[config.mk]
export PLATFORM = sky130hd
export DESIGN_NAME = ps2_key_fifo
export DESIGN_NICKNAME = d
export VERILOG_FILES = /design/src/rtl/ps2_key_fifo.sv
export SDC_FILE = /design/constraint.sdc
export NUM_CORES = 1
export LEC_CHECK = 0
export ABC_CLOCK_PERIOD_IN_PS = 4250
export BUFFER_PORTS_ARGS = -buffer_cell sky130_fd_sc_hd__buf_4
export CORE_MARGIN = 2
export CORE_UTILIZATION = 64
export CTS_BUF_LIST = sky130_fd_sc_hd__clkbuf_4 sky130_fd_sc_hd__clkbuf_8
export CTS_CLUSTER_SIZE = 10
export DETAILED_ROUTE_END_ITERATION = 8
export PLACE_DENSITY = 0.82
export SYNTH_ARGS = -nofsm -noshare
export SYNTH_HDL_FRONTEND = slang
export SYNTH_SLANG_ARGS = --single-unit
[constraint.sdc]
create_clock -name clk -period 4.25 [get_ports clk]
set_input_delay 0.425 -clock clk [delete_from_list [all_inputs] [get_ports clk]]
set_output_delay 0.425 -clock clk [all_outputs]
set_load 0.005 [all_outputs]
[src/rtl/ps2_key_fifo.sv]
// PS/2 keyboard receiver with scancode prefix decoding and a small key-event FIFO.
// Raw ps2_clk/ps2_data are synchronized, ps2_clk is glitch-filtered, and each
// falling edge of the filtered clock clocks one frame bit into the receive FSM.
// Completed scancodes are merged with pending E0/F0 prefixes and queued.
// Read side: kb_data is a registered view of the head entry; rd_pop is a
// one-cycle strobe that removes the head when the FIFO is not empty.
module ps2_key_fifo #(
  parameter int FIFO_DEPTH     = 8,
  parameter int TIMEOUT_CYCLES = 5000,
  parameter int FILTER_LEN     = 4
) (
  input  logic                            clk,
  input  logic                            rst_n,
  input  logic                            ps2_clk,
  input  logic                            ps2_data,
  input  logic                            rd_pop,
  output logic [15:0]                     kb_data,
  output logic [$clog2(FIFO_DEPTH):0]     fifo_count,
  output logic                            overflow,
  output logic                            frame_err,
  output logic [1:0]                      dbg_state
);

  localparam int PW = $clog2(FIFO_DEPTH);
  localparam int CW = PW + 1;
  localparam int TW = $clog2(TIMEOUT_CYCLES + 1);
  localparam int FW = $clog2(FILTER_LEN + 1);

  typedef enum logic [1:0] {
    S_IDLE   = 2'd0,
    S_DATA   = 2'd1,
    S_PARITY = 2'd2,
    S_STOP   = 2'd3
  } state_t;

  // synchronizer / filter state
  logic          clk_s1, clk_s2, dat_s1, dat_s2;
  logic          filt, filt_q;
  logic [FW-1:0] filt_cnt;
  logic          strobe;

  // receive FSM state
  state_t        state;
  logic [2:0]    bit_cnt;
  logic [7:0]    shreg;
  logic          par_bit;
  logic [TW-1:0] to_cnt;
  logic          timeout;
  logic          byte_vld;
  logic [7:0]    byte_q;

  // decode / FIFO state
  logic          ext_flag, brk_flag;
  logic [9:0]    mem [FIFO_DEPTH];
  logic [PW-1:0] wptr, rptr;
  logic [PW-1:0] wptr_nxt, rptr_nxt;
  logic [CW-1:0] count_nxt;
  logic [15:0]   head_nxt;
  logic [9:0]    push_entry;
  logic          is_prefix, push_req, pop_ok, full, do_push;

  assign dbg_state = state;

  // Two-flop synchronizers; reset to the idle-high bus level
  always_ff @(posedge clk) begin
    if (!rst_n) begin
      clk_s1 <= 1'b1;
      clk_s2 <= 1'b1;
      dat_s1 <= 1'b1;
      dat_s2 <= 1'b1;
    end else begin
      clk_s1 <= ps2_clk;
      clk_s2 <= clk_s1;
      dat_s1 <= ps2_data;
      dat_s2 <= dat_s1;
    end
  end

  // Glitch filter: a new ps2_clk level is accepted after FILTER_LEN equal samples
  always_ff @(posedge clk) begin
    if (!rst_n) begin
      filt     <= 1'b1;
      filt_q   <= 1'b1;
      filt_cnt <= '0;
    end else begin
      filt_q <= filt;
      if (clk_s2 == filt) begin
        filt_cnt <= '0;
      end else if (filt_cnt == FW'(FILTER_LEN - 1)) begin
        filt     <= clk_s2;
        filt_cnt <= '0;
      end else begin
        filt_cnt <= filt_cnt + 1'b1;
      end
    end
  end

  // One-cycle strobe on each falling edge of the filtered clock
  assign strobe  = filt_q & ~filt;
  assign timeout = (to_cnt >= TW'(TIMEOUT_CYCLES - 1));

  // Receive FSM: start, 8 data bits LSB first, odd parity, stop; abandons stalled frames
  always_ff @(posedge clk) begin
    if (!rst_n) begin
      state     <= S_IDLE;
      bit_cnt   <= '0;
      shreg     <= '0;
      par_bit   <= 1'b0;
      to_cnt    <= '0;
      frame_err <= 1'b0;
      byte_vld  <= 1'b0;
      byte_q    <= '0;
    end else begin
      frame_err <= 1'b0;
      byte_vld  <= 1'b0;
      if (state == S_IDLE || strobe) to_cnt <= '0;
      else                           to_cnt <= to_cnt + 1'b1;
      case (state)
        S_IDLE: begin
          if (strobe && !dat_s2) begin
            state   <= S_DATA;
            bit_cnt <= '0;
          end
        end
        S_DATA: begin
          if (strobe) begin
            shreg   <= {dat_s2, shreg[7:1]};
            bit_cnt <= bit_cnt + 1'b1;
            if (bit_cnt == 3'd7) state <= S_PARITY;
          end
        end
        S_PARITY: begin
          if (strobe) begin
            par_bit <= dat_s2;
            state   <= S_STOP;
          end
        end
        S_STOP: begin
          if (strobe) begin
            if (dat_s2 && (^{shreg, par_bit})) begin
              byte_vld <= 1'b1;
              byte_q   <= shreg;
            end else begin
              frame_err <= 1'b1;
            end
            state <= S_IDLE;
          end
        end
        default: state <= S_IDLE;
      endcase
      // A stalled partial frame is dropped; a strobe in the same cycle wins
      if (state != S_IDLE && !strobe && timeout) begin
        state     <= S_IDLE;
        frame_err <= 1'b1;
      end
    end
  end

  assign is_prefix  = (byte_q == 8'hE0) || (byte_q == 8'hF0);
  assign push_req   = byte_vld && !is_prefix;
  assign pop_ok     = rd_pop && (fifo_count != '0);
  assign full       = (fifo_count == CW'(FIFO_DEPTH));
  assign do_push    = push_req && (!full || pop_ok);
  assign push_entry = {ext_flag, brk_flag, byte_q};

  // Next pointers/count and the head entry as it will look after this edge
  always_comb begin
    wptr_nxt  = wptr;
    rptr_nxt  = rptr;
    count_nxt = fifo_count;
    head_nxt  = 16'h0000;
    if (do_push) wptr_nxt = wptr + 1'b1;
    if (pop_ok)  rptr_nxt = rptr + 1'b1;
    case ({do_push, pop_ok})
      2'b10:   count_nxt = fifo_count + 1'b1;
      2'b01:   count_nxt = fifo_count - 1'b1;
      default: count_nxt = fifo_count;
    endcase
    if (count_nxt != '0) begin
      // The new head may be the entry being written this very cycle
      if (do_push && (rptr_nxt == wptr)) head_nxt = {1'b1, 5'b0, push_entry};
      else                               head_nxt = {1'b1, 5'b0, mem[rptr_nxt]};
    end
  end

  // FIFO storage write
  always_ff @(posedge clk) begin
    if (do_push) mem[wptr] <= push_entry;
  end

  // Pointers, count, registered head view, prefix flags and sticky overflow
  always_ff @(posedge clk) begin
    if (!rst_n) begin
      wptr       <= '0;
      rptr       <= '0;
      fifo_count <= '0;
      kb_data    <= 16'h0000;
      overflow   <= 1'b0;
      ext_flag   <= 1'b0;
      brk_flag   <= 1'b0;
    end else begin
      wptr       <= wptr_nxt;
      rptr       <= rptr_nxt;
      fifo_count <= count_nxt;
      kb_data    <= head_nxt;
      if (push_req && full && !pop_ok) overflow <= 1'b1;
      if (frame_err) begin
        ext_flag <= 1'b0;
        brk_flag <= 1'b0;
      end else if (byte_vld) begin
        if (byte_q == 8'hE0)      ext_flag <= 1'b1;
        else if (byte_q == 8'hF0) brk_flag <= 1'b1;
        else begin
          ext_flag <= 1'b0;
          brk_flag <= 1'b0;
        end
      end
    end
  end

endmodule
[Word-level counts from Yosys, hierarchy flattened]
Memory sizes are Yosys's and may differ from the RTL's. A register that Yosys moved wholly into a read port is not among the register bits.
Cells that the tools add are included.
Storage, ports and cells
  output and inout bits: 24
  word-level logic and storage cells: 115
  memory bits (writable): 80
  bits in registers: 75
  memories: 1
  bits of input ports: 5
Memories
  mem: depth 8, width 10, read ports 1, clocked after memory_dff 1, write ports 1, line 54  | logic [9:0] mem [FIFO_DEPTH];
Cells by class
  reduce and logical (&&, ||, !) cells: 39
  magnitude comparators: 1
  bitwise operators: 5
  equality and inequality tests: 18
  multiplexer cells: 22
  add/subtract/negate cells: 7
Operators by type and width (number)
  == test 8 bit, second input constant: 2
  adder 13 x 1 -> 13 bit, second input constant: 1
  greater-or-equal comparator 13 bit, second input constant: 1
  adder 3 x 1 -> 3 bit, second input constant: 4
  AND reduction 2 bit: 6
  logical AND 1 bit: 10
  2-to-1 mux 1 bit: 10
  2-to-1 mux 10 bit: 1
  2-to-1 mux 2 bit: 5
  != test 2 bit, second input constant: 5
  2-to-1 mux 3 bit: 3
  AND reduction 3 bit: 3
  parity 9 bit: 1
  case mux 2 bit (4 select lines): 1
  case mux 4 bit (2 select lines): 1
  nonzero test 4 bit: 2
  == test 2 bit, second input constant: 3
  zero test 1 bit: 6
  case mux 3 bit (2 select lines): 1
  OR reduction 2 bit: 3
  AND reduction 5 bit: 1
  adder 4 x 1 -> 4 bit, second input constant: 1
  == test 2 x 1 -> 1 bit, second input constant: 2
  == test 4 bit, second input constant: 1
  other kinds (12): 18

[Depth between registers and ports, before layout]
Gate-level depths: netlist of the first run.
  word-level depth: 10
  gate-level depth with buffers: 11
  depth with buffers taken out: 10

[Least setup slack after synthesis of the first run]
No wires, ideal clock.
  kind: register -> register
  from: register byte_q[7]
  to: register kb_data[0] (read register of mem)
  cell stages (with the launch flop): 12
  setup time: 132 ps
  arrival time: 2956 ps
  clock period less this slack: 3088 ps
  setup slack: 1162 ps
  path buffers: 1
  data required time: 4118 ps
  path through: dfxtp_1 -> or3b_1 -> o41a_1 -> nor2_1 -> ha_1 -> a21o_1 -> a21oi_1 -> xnor2_1 -> a31oi_1 -> o211ai_1 -> clkbuf_1 -> a21oi_1
On the way
  word-level cells in the longest chain between the ends: 10
  elaborated cells between the ends (all ways): 12
  classes of those cells: eq/ne (4); mux (1); reduce/logical (7)
RTL lines
  start, declared: line 50  | logic [7:0] byte_q;
  start signal, assigned: line 142  | byte_q <= shreg;
  == test 8 bit: line 159  | assign is_prefix = (byte_q == 8'hE0) || (byte_q == 8'hF0);
  logical OR 1 bit (*): line 159
  zero test 1 bit (*): line 160  | assign push_req = byte_vld && !is_prefix;
  logical AND 1 bit (*): line 160
  logical AND 1 bit (*): line 163  | assign do_push = push_req && (!full || pop_ok);
  == test 2 x 1 -> 1 bit / == test 2 bit (equally long branches): line 174  | case ({do_push, pop_ok})
  case mux 4 bit (2 select lines) (*): line 174
  nonzero test 4 bit (*): line 179  | if (count_nxt != '0) begin
  AND reduction 2 bit (no line) (*)
  zero test 1 bit (no line) (*)
  end, declared: line 17  | output logic [15:0] kb_data,
Mark *: on every way between the ends. The rest lies on a longest branch, timed or not.
A chain may end at the register's enable or synchronous reset.

[Worst setup path after layout of the first run]
  from: register byte_q[7]
  to: register kb_data[7] (read register of mem)
Same word-level chain as after synthesis.

==> results of run 1 <==
[sequential cells by signal, summed over array words and instances, names as in the netlist, 2 cells and up]
register,flops
filt_cnt,3
rptr,3
to_cnt,13
kb_data,11
dbg_state,2
wptr,3
mem,80
fifo_count,4
shreg,8
byte_q,8
bit_cnt,3
[cell families (layout without fill, tap and decap cells)]
logic type,count (synthesis),after routing,share of synthesized area [%]
mux,73,73,14.5
simple gates,202,202,14.1
compound gates,70,70,6.86
other cells,1,5,0.0541
xor+xnor,28,28,3.73
buf+inv,50,76,3.21
fa+ha+maj,14,14,2.63
flops,150,150,54.9
[worst max-delay path by stage]
| stage | start | end | cells past startpoint |
|---|---|---|---|
| 2_1_floorplan | byte_q[7]$_SDFFE_PN0P_ | kb_data[0]$_SDFF_PN0_ | 11 |
| 3_3_place_gp | byte_q[7]$_SDFFE_PN0P_ | kb_data[15]$_SDFF_PN0_ | 10 |
| 3_5_place_dp | byte_q[7]$_SDFFE_PN0P_ | kb_data[9]$_SDFF_PN0_ | 10 |
| 4_1_cts | byte_q[7]$_SDFFE_PN0P_ | kb_data[7]$_SDFF_PN0_ | 10 |
| 5_1_grt | byte_q[7]$_SDFFE_PN0P_ | kb_data[7]$_SDFF_PN0_ | 10 |
| 6_report | byte_q[7]$_SDFFE_PN0P_ | kb_data[7]$_SDFF_PN0_ | 10 |
[placed cells by master, fill, tap and decap left out, types with 2 or more instances in the layout]
master     n
or3b_1     2
inv_1      9
mux4_2    22
buf_4     34
xor2_1    10
ha_1      13
edfxtp_1  80
xnor2_1   17
nand4_1   10
a21oi_1   28
conb_1     5
dfxtp_1   68
and3_1     4
mux2i_1   51
clkinv_2   3
nand2b_1   9
a211oi_1  11
nand3_1   57
nor2_1    47
nor3b_1    2
nor3_2     4
o41a_1     2
clkbuf_4   3
a31oi_1    4
or3_1      4
nor3_1     4
a211o_1    9
nand2_1   40
inv_4      2
a21o_1     2
clkbuf_8  22
dfxtp_2    2
and2_1    13
o21ai_0    5
[layer usage]
layer / global-route usage, % / share of wire [%] / wire length [um]
met1: 31.6 / 39 / 5590
met2: 45.8 / 52 / 7430
met3: 6.03 / 6.4 / 918
met4: 8.97 / 2.4 / 347
met5: 0 / 0 / 0
[Yosys cell counts, types with 2 or more instances]
library cell / number / share of area (%)
a211o_1: 9 / 1.1
a211oi_1: 11 / 1.2
a21o_1: 2 / 0.22
a21oi_1: 28 / 2.0
a31oi_1: 4 / 0.36
and2_1: 13 / 1.2
and3_1: 4 / 0.36
buf_1: 2 / 0.11
buf_2: 12 / 0.87
buf_4: 5 / 0.54
clkbuf_1: 20 / 1.1
dfxtp_1: 70 / 20
edfxtp_1: 80 / 35
ha_1: 13 / 2.3
inv_1: 9 / 0.49
mux2i_1: 51 / 7.4
mux4_2: 22 / 7.1
nand2_1: 40 / 2.2
nand2b_1: 9 / 0.81
nand3_1: 57 / 4.1
nand4_1: 10 / 0.90
nor2_1: 47 / 2.5
nor3_1: 8 / 0.58
nor3b_1: 2 / 0.22
nor4_1: 2 / 0.18
o21ai_0: 5 / 0.36
o41a_1: 2 / 0.32
or3_1: 4 / 0.36
or3b_1: 2 / 0.25
xnor2_1: 17 / 2.1
xor2_1: 10 / 1.3
[power groups by stage]
| stage | registers (mW) | logic [mW] | clock network (mW) |
|---|---|---|---|
| 6_report | 1.55 | 0.369 | 1.06 |
| 5_1_grt | 1.55 | 0.400 | 1.13 |
| 2_1_floorplan | 1.58 | 0.274 | 0 |
| 3_3_place_gp | 1.58 | 0.354 | 0 |
| 4_1_cts | 1.55 | 0.368 | 1.08 |
| 3_5_place_dp | 1.58 | 0.366 | 0 |
[cell type report]
type | instances | share of cell area, %
timing repair buffer | 34 | 3.34
inverter | 10 | 0.492
multi-input combinational | 392 | 38.9
clock inverter | 7 | 0.869
sequential | 150 | 49.9
clock buffer | 25 | 4.26
tap | 140 | 2.29
[worst max-delay path: cells and delay by family, from the launching register on]
family / cells / cell delay [ns]
simple gates: 2 / 0.75
flops: 1 / 0.52
fa+ha+maj: 1 / 0.30
xor+xnor: 1 / 0.17
compound gates: 6 / 2.19
[stage by stage]
| stage | cell area, um2 | setup WS [ns] |
|---|---|---|
| floorplan | 6950 | 1.16 |
| global placement | 7240 | 0.402 |
| detailed placement | 7240 | 0.266 |
| CTS | 7630 | 0.224 |
| global route | 7630 | 0.0209 |
| finish | 7630 | 0.150 |
==> results.ini, run 1 <==
[detailed_routing]
drt_iter0_drc=329
drt-pass1-iter-count=5
vias=4689
wire_per_inst_um=18.8
routed_wl_um=14300
viasPerCell=6.19
ant_nets=0
route.detailed.drc=0

[global_routing]
grt_max_degree=44
grt_pass1_wl_um=22600
grt.overflow.total=0
grt_pass1_vias=4518
grt_util_all_layers_pct=26.1
antenna_found_initial=0

[synth]
ys_ff_latch=150
netlist_area_mm2=0.00693
ys_types=49
syn-instance-count=588
ys_seq_area_share_pct=54.9
synth_ff_type=edfxtp_1
synth_edf_count=80
avgSynthCellArea_um2=11.8
async_reset_ff_share_pct=0
ys_warn_count=0

[finish]
n_antenna_cell=0
final_cells=758
fin_util_pct=71.4
area_growth_pct=10.1
drive_gt1_share_pct=16.2
nFillCells=747
multi_input_area_mm2=0.00297
nets=624
register_area_mm2=0.00381

[place]
port_buffers=23
hpwl_um=9270
routabilityCongestion=0.793
placed_cells=726

[clocking]
cts_hold_buf=0
clock_latency_ns=0.44
cts_tree=yes
post_cts_buffers=0
cts.reportedPaths.clkPinSlew_ns=0.08
htree_levels=4
cts.path.max_buffers=2
cts_resized=0
clock_sinks=150
cts_buffers=17
clockRootBuffer=clkbuf_8

[critical_path]
cp.arrival_ns=4.36
slowest_delay_ns=1.01
path_max_fanout=11
critPathMostFrequentCell=a21oi_1
r2r_setup_slack_ns=0.15
r2r-end=kb_data[7]$_SDFF_PN0_
endpoint_kind=flop
rr_worst_depth=10
worstSetupPathType=flop to flop
timing.rr.start=byte_q[7]$_SDFFE_PN0P_
critical_path_required_ns=4.51
critPathLaunchType=flop
crit_path_top_delay_cell=o211ai_1
path_cells=or3b_1 -> o41a_1 -> nor2_1 -> ha_1 -> a21o_1 -> a21oi_1 -> xnor2_1 -> a31oi_1 -> o211ai_1 -> a21oi_1

[timing]
rsz0062_at_grt=false
maxSlewHeadroom_pct=14.0
finalClockSkew_ns=0.00845
fin_crit_ns=4.10
setup_viol=0
maxSlewViolCount=0
clock.fmax_mhz=244
hold_slack_ns=0.157
hold_viol=0
worst_slew_pin_slew_ns=1.28
post-route-period-util_pct=96.5
fin_tns_setup_ns=0

[floorplanning]
boundaryPins=29
num_rows=38
dieHeight_um=108
coreArea_mm2=0.0107
die_w_um=108
die_area_mm2=0.0117
initial_core_util_pct=64.8

[pwr]
power.density_mw_per_mm2=390
vdd_drop_max_v=0.000264
netSwitchingPower_uw=724
power_leakage_nw=2.71
combPwrFrac_pct=12.4
p_clk_share_pct=35.6
p_int_mw=2.25
fin_total_pwr_mw=2.98
sw_frac_of_total_pct=24.3
seqPwrFrac_pct=52.0

[job]
drv_cap=0

[hold_path]
whs_endpoint=clk_s1$_SDFF_PN1_
whs_path_depth=2
holdCritPathClass=primary input to flop
worstHoldStart=ps2_clk

[status]
status=finished, final reports clean

No activity file was read; power rests on OpenSTA's default activity.
==> inputs of run 2 (changes only) <==
--- a/config.mk
+++ b/config.mk
@@ -8,11 +8,11 @@
 export ABC_CLOCK_PERIOD_IN_PS = 4250
 export BUFFER_PORTS_ARGS = -buffer_cell sky130_fd_sc_hd__buf_4
 export CORE_MARGIN = 2
-export CORE_UTILIZATION = 64
+export CORE_UTILIZATION = 47
 export CTS_BUF_LIST = sky130_fd_sc_hd__clkbuf_4 sky130_fd_sc_hd__clkbuf_8
 export CTS_CLUSTER_SIZE = 10
 export DETAILED_ROUTE_END_ITERATION = 8
-export PLACE_DENSITY = 0.82
+export PLACE_DENSITY = 0.63
 export SYNTH_ARGS = -nofsm -noshare
 export SYNTH_HDL_FRONTEND = slang
 export SYNTH_SLANG_ARGS = --single-unit
==> run 2 against run 1 <==
Maximum frequency up 5.7%. Register-to-register slack better by 0.22 ns. Largest power group unchanged. Critical path type unchanged. Final cell count up 6.3%.
==> results.ini, run 2 (synthesis gave the netlist of run 1 again) <==
[timing]
setup_viol=0  ; unchanged
hold_viol=0  ; unchanged
worst_slew_pin_slew_ns=1.21  ; -0.0734 ns
fin_crit_ns=3.88  ; -0.220 ns
rsz0062_at_grt=false
maxSlewViolCount=0  ; unchanged
maxSlewHeadroom_pct=18.8  ; +4.8 points
post-route-period-util_pct=91.3  ; -5.2 points
clock.fmax_mhz=258  ; +5.7%
fin_tns_setup_ns=0  ; unchanged
finalClockSkew_ns=0.0113  ; +0.00283 ns

[finish]
drive_gt1_share_pct=16.6  ; +0.38 points
area_growth_pct=11.6
nets=628  ; +0.64%
mostFrequentLayoutCells=80 x edfxtp_1, 68 x dfxtp_1, 57 x nand3_1
largest_reg_flops=80  ; unchanged
n_antenna_cell=0  ; unchanged
fin_util_pct=53.4  ; -18 points
top_regs=mem (80), to_cnt (13), kb_data (11)
layout_commonest_cell=edfxtp_1
top_register=mem

[pwr]
power_leakage_nw=2.73  ; +0.89%
vdd_drop_max_v=0.000193  ; -27%
power.density_mw_per_mm2=395  ; +1.3%

[place]
port_buffers=23  ; unchanged
hpwl_um=9640  ; +4.0%
routabilityCongestion=0.756  ; -4.6%

[detailed_routing]
vias=4586  ; -2.2%
route.detailed.drc=0  ; unchanged
wire_per_inst_um=18.6  ; -1.4%
drt_iter0_drc=238  ; -28%
viasPerCell=5.69  ; -8.0%
routed_wl_um=15000  ; +4.8%
ant_nets=0  ; unchanged
drt-pass1-iter-count=5  ; unchanged

[floorplanning]
coreArea_mm2=0.0145  ; +35%
initial_core_util_pct=47.9  ; -17 points
boundaryPins=29  ; unchanged
num_rows=44  ; +16%
dieHeight_um=125  ; +16%
die_area_mm2=0.0157  ; +35%
die_w_um=125  ; +16%

[critical_path]
crit_path_end=kb_data[7]$_SDFF_PN0_
path_max_fanout=11  ; unchanged
critical_path_required_ns=4.53  ; +0.02 ns
endpoint_kind=flop
path_buf_inv=0  ; unchanged
r2r_setup_slack_ns=0.37  ; +0.22 ns
r2r-end=kb_data[7]$_SDFF_PN0_
cp.arrival_ns=4.16  ; -0.20 ns
timing.rr.start=byte_q[7]$_SDFFE_PN0P_
critPathLaunchType=flop
worstSetupPathType=flop to flop
cp-startpoint=byte_q[7]$_SDFFE_PN0P_
path_delay_family=compound AO/OA/AOI/OAI gates
path_cells=or3b_1 -> o41a_1 -> nor2_1 -> ha_1 -> a21o_1 -> a21oi_1 -> xnor2_1 -> a31oi_1 -> o211ai_1 -> a21oi_1
critical_path_depth=10  ; unchanged
critPathMostFrequentCell=a21oi_1
rr_worst_depth=10  ; unchanged
crit_path_top_delay_cell=o211ai_1
slowest_delay_ns=0.83  ; -0.18 ns

[global_routing]
antenna_found_initial=0  ; unchanged
grt_pass1_wl_um=23600  ; +4.5%
grt_pass1_vias=4544  ; +0.58%
grt_util_all_layers_pct=19.6  ; -6.5 points
grt_max_degree=44  ; unchanged
grt.overflow.total=0  ; unchanged

[clocking]
clock_sinks=150  ; unchanged
cts.path.max_buffers=2  ; unchanged
cts_resized=0  ; unchanged
cts_hold_buf=0  ; unchanged
post_cts_buffers=0  ; unchanged
cts.reportedPaths.clkPinSlew_ns=0.08  ; about the same
cts_tree=yes
clockRootBuffer=clkbuf_8
cts_buffers=17  ; unchanged
clock_latency_ns=0.45  ; about the same
htree_levels=4  ; unchanged

[job]
drv_cap=0  ; unchanged

[status]
status=finished, final reports clean

[hold_path]
holdCritPathClass=primary input to flop

-- run 2: cell types whose count changed in the layout (fill, tap and decap cells not counted) --
cell       previous run  this run
clkbuf_8             22        17
clkbuf_4              3         4
buf_4                34        38
bufinv_16             1         3
nor3_1                4         5
nor3_2                4         3
inv_4                 2         1
inv_8                 0         1
clkinv_4              0         2
-- run 2: report_power, final --
group	internal, mW	switching [mW]
Clock	0.611	0.523
Combinational	0.164	0.210
Sequential	1.53	0.0197
Total	2.30	0.752
-- run 2: worst min path at each step --
| stage | slack (ns) | cells after the start | startpoint | to |
|---|---|---|---|---|
| after CTS | 0.14 | 2 | ps2_clk | clk_s1$_SDFF_PN1_ |
| final | 0.16 | 2 | ps2_clk | clk_s1$_SDFF_PN1_ |
| after global placement | 0.39 | 1 | clk_s1$_SDFF_PN1_ | clk_s2$_SDFF_PN1_ |
| after detailed placement | 0.39 | 1 | clk_s1$_SDFF_PN1_ | clk_s2$_SDFF_PN1_ |
| after floorplan | 0.39 | 1 | clk_s1$_SDFF_PN1_ | clk_s2$_SDFF_PN1_ |
| after global routing | 0.15 | 2 | ps2_clk | clk_s1$_SDFF_PN1_ |
-- run 2: stage by stage --
step / hold slack [ns] / worst slack, ns / total power [mW] / cells / area (um2)
after global routing: 0.146 / 0.115 / 3.17 / 806 / 7740
after global placement: 0.388 / 0.542 / 1.94 / 774 / 7320
final: 0.162 / 0.370 / 3.06 / 806 / 7740
after floorplan: 0.386 / 1.16 / 1.85 / 592 / 6950
after detailed placement: 0.393 / 0.363 / 1.96 / 774 / 7320
after CTS: 0.138 / 0.337 / 3.08 / 806 / 7740
-- run 2: cell type report --
| class | count | area [um2] |
|---|---|---|
| fillers | 1200 | 6740 |
| clock inverters | 11 | 149 |
| flip-flops and latches | 150 | 3810 |
| inverters | 10 | 37.5 |
| clock buffers | 21 | 264 |
| multi-input cells | 392 | 2960 |
| well taps | 184 | 230 |
| repair buffers | 38 | 285 |
-- run 2: worst reg2reg max path: stages, from the launching register on --
cell      delay, ns
dfxtp_1        0.53
or3b_1         0.40
o41a_1         0.42
nor2_1         0.32
ha_1           0.30
a21o_1         0.18
a21oi_1        0.37
xnor2_1        0.17
a31oi_1        0.10
o211ai_1       0.83
a21oi_1        0.10
-- run 2: metal layers --
layer  wire length (um)  up-vias  GRT usage [%]  part of all wire (%)
met5                  0        -              0                     0
li1                   -     2205              -                     -
met1               6330     2270           23.9                    42
met2               7820       92           34.4                    52
met4                221        0           7.19                   1.5
met3                600       19           3.98                   4.0
==> inputs of run 3 (changes only) <==
--- a/config.mk
+++ b/config.mk
@@ -9,7 +9,7 @@
 export BUFFER_PORTS_ARGS = -buffer_cell sky130_fd_sc_hd__buf_4
 export CORE_MARGIN = 2
 export CORE_UTILIZATION = 47
-export CTS_BUF_LIST = sky130_fd_sc_hd__clkbuf_4 sky130_fd_sc_hd__clkbuf_8
+export CTS_BUF_LIST = sky130_fd_sc_hd__clkbuf_8
 export CTS_CLUSTER_SIZE = 10
 export DETAILED_ROUTE_END_ITERATION = 8
 export PLACE_DENSITY = 0.63
==> run 3 against run 2 <==
Clock-buffer cell count decreased by 4. Worst hold slack improved by 0.0012 ns. Final cell count unchanged. Sequential power about the same. Register-to-register slack about the same. Sequential share of layout area increased by 0.096 points. Via count unchanged. Critical endpoint unchanged.
==> results.ini, run 3 (synthesis gave the netlist of run 1 again) <==
[global_routing]
antenna_found_initial=0  ; unchanged
grt_util_all_layers_pct=19.6  ; unchanged
grt_pass1_vias=4544  ; unchanged
grt_max_degree=44  ; unchanged
grt.overflow.total=0  ; unchanged
grt_pass1_wl_um=23600  ; unchanged

[detailed_routing]
drt_iter0_drc=238  ; unchanged
wire_per_inst_um=18.6  ; about the same
routed_wl_um=15000  ; about the same
viasPerCell=5.69  ; unchanged
ant_nets=0  ; unchanged
route.detailed.drc=0  ; unchanged
vias=4586  ; unchanged
drt-pass1-iter-count=5  ; unchanged

[timing]
hold_slack_ns=0.163  ; +0.00117 ns
setup_viol=0  ; unchanged
hold_viol=0  ; unchanged
clock.fmax_mhz=258  ; +0.19%
maxSlewViolCount=0  ; unchanged
rsz0062_at_grt=false
fin_crit_ns=3.87  ; -0.00723 ns
post-route-period-util_pct=91.1  ; -0.17 points
fin_tns_setup_ns=0  ; unchanged
worst_slew_pin_slew_ns=1.22  ; +0.00760 ns
finalClockSkew_ns=0.0128  ; +0.00153 ns
fin_ws_ns=0.377  ; +0.00723 ns
maxSlewHeadroom_pct=18.3  ; -0.51 points

[floorplanning]
coreArea_mm2=0.0145  ; unchanged
dieHeight_um=125  ; unchanged
die_area_mm2=0.0157  ; unchanged
boundaryPins=29  ; unchanged
die_w_um=125  ; unchanged
num_rows=44  ; unchanged
initial_core_util_pct=47.9  ; unchanged

[clocking]
cts_tree=yes
cts.path.max_buffers=2  ; unchanged
htree_levels=4  ; unchanged
clock_sinks=150  ; unchanged
cts_buffers=17  ; unchanged
clockRootBuffer=clkbuf_8
clock_latency_ns=0.45  ; about the same
cts_hold_buf=0  ; unchanged
cts.reportedPaths.clkPinSlew_ns=0.08  ; about the same
post_cts_buffers=0  ; unchanged
cts_resized=0  ; unchanged

[pwr]
power_leakage_nw=2.74  ; +0.11%
fin_total_pwr_mw=3.02  ; -1.1%
power.density_mw_per_mm2=391  ; -0.91%
vdd_drop_max_v=0.000187  ; -3.1%

[hold_path]
holdCritPathClass=primary input to flop

[finish]
nets=628  ; unchanged
drive_gt1_share_pct=15.9  ; -0.64 points
fin_util_pct=53.3  ; -0.10 points
n_antenna_cell=0  ; unchanged
area_growth_pct=11.3
layout_commonest_cell=edfxtp_1
mostFrequentLayoutCells=80 x edfxtp_1, 68 x dfxtp_1, 57 x nand3_1
top_register=mem
top_regs=mem (80), to_cnt (13), kb_data (11)
largest_reg_flops=80  ; unchanged
nFillCells=1203  ; +0.25%

[critical_path]
cp.arrival_ns=4.15  ; about the same
path_max_fanout=11  ; unchanged
crit_path_top_delay_cell=o211ai_1
path_cells=or3b_1 -> o41a_1 -> nor2_1 -> ha_1 -> a21o_1 -> a21oi_1 -> xnor2_1 -> a31oi_1 -> o211ai_1 -> a21oi_1
critPathMostFrequentCell=a21oi_1
slowest_delay_ns=0.83  ; about the same
path_buf_inv=0  ; unchanged
critical_path_required_ns=4.53  ; about the same
critPathLaunchType=flop
endpoint_kind=flop
path_delay_family=compound AO/OA/AOI/OAI gates
worstSetupPathType=flop to flop

[place]
routabilityCongestion=0.756  ; unchanged
port_buffers=23  ; unchanged
dpl_worst_slack_ns=0.363  ; unchanged
hpwl_um=9640  ; unchanged

[status]
status=finished, final reports clean

[job]
drv_cap=0  ; unchanged

run 3: changes by cell type in the layout (fill, tap and decap cells not counted):
cell | before | now
clkbuf_4 | 4 | 0
inv_1 | 9 | 13
run 3: power breakdown:
group,switching (mW),internal (mW),total (mW),leakage (nW)
Combinational,0.209,0.164,0.374,1.21
Sequential,0.0197,1.53,1.55,1.31
Clock,0.524,0.576,1.10,0.221
run 3: cell type report:
cell class	instances	area, um2	share of cell area, %
clock buffers	17	234	3.03
clock inverters	15	164	2.12
inverters	10	37.5	0.486
multi-input cells	392	2960	38.4
flip-flops and latches	150	3810	49.3
well taps	184	230	2.98
repair buffers	38	285	3.69
run 3: final timing paths:
check	start	endpoint	slack [ns]	cells past startpoint
min	ps2_clk	clk_s1$_SDFF_PN1_	0.16	2
min reg2reg	clk_s1$_SDFF_PN1_	clk_s2$_SDFF_PN1_	0.41	1
max	byte_q[7]$_SDFFE_PN0P_	kb_data[7]$_SDFF_PN0_	0.38	10
max reg2reg	byte_q[7]$_SDFFE_PN0P_	kb_data[7]$_SDFF_PN0_	0.38	10
run 3: worst reg2reg max path, delay by kind of cell (launching register included):
kind / cells / cell delay [ns]
xor gates and xnor gates: 1 / 0.17
and+or+nand+nor: 2 / 0.72
adders and majority gates: 1 / 0.30
AOI/OAI and AO/OA: 6 / 2.00
DFF: 1 / 0.52
run 3: per-layer routing:
layer | track usage [%] | share of wire [%]
met2 | 34.4 | 52
met1 | 23.9 | 43
met4 | 7.19 | 1.6
met5 | 0 | 0
met3 | 3.98 | 3.7
run 3: metrics by stage:
step                instance area (um2)  cells
global route                       7720    806
floorplan                          6950    592
global placement                   7320    774
CTS                                7720    806
detailed placement                 7320    774
finish                             7720    806
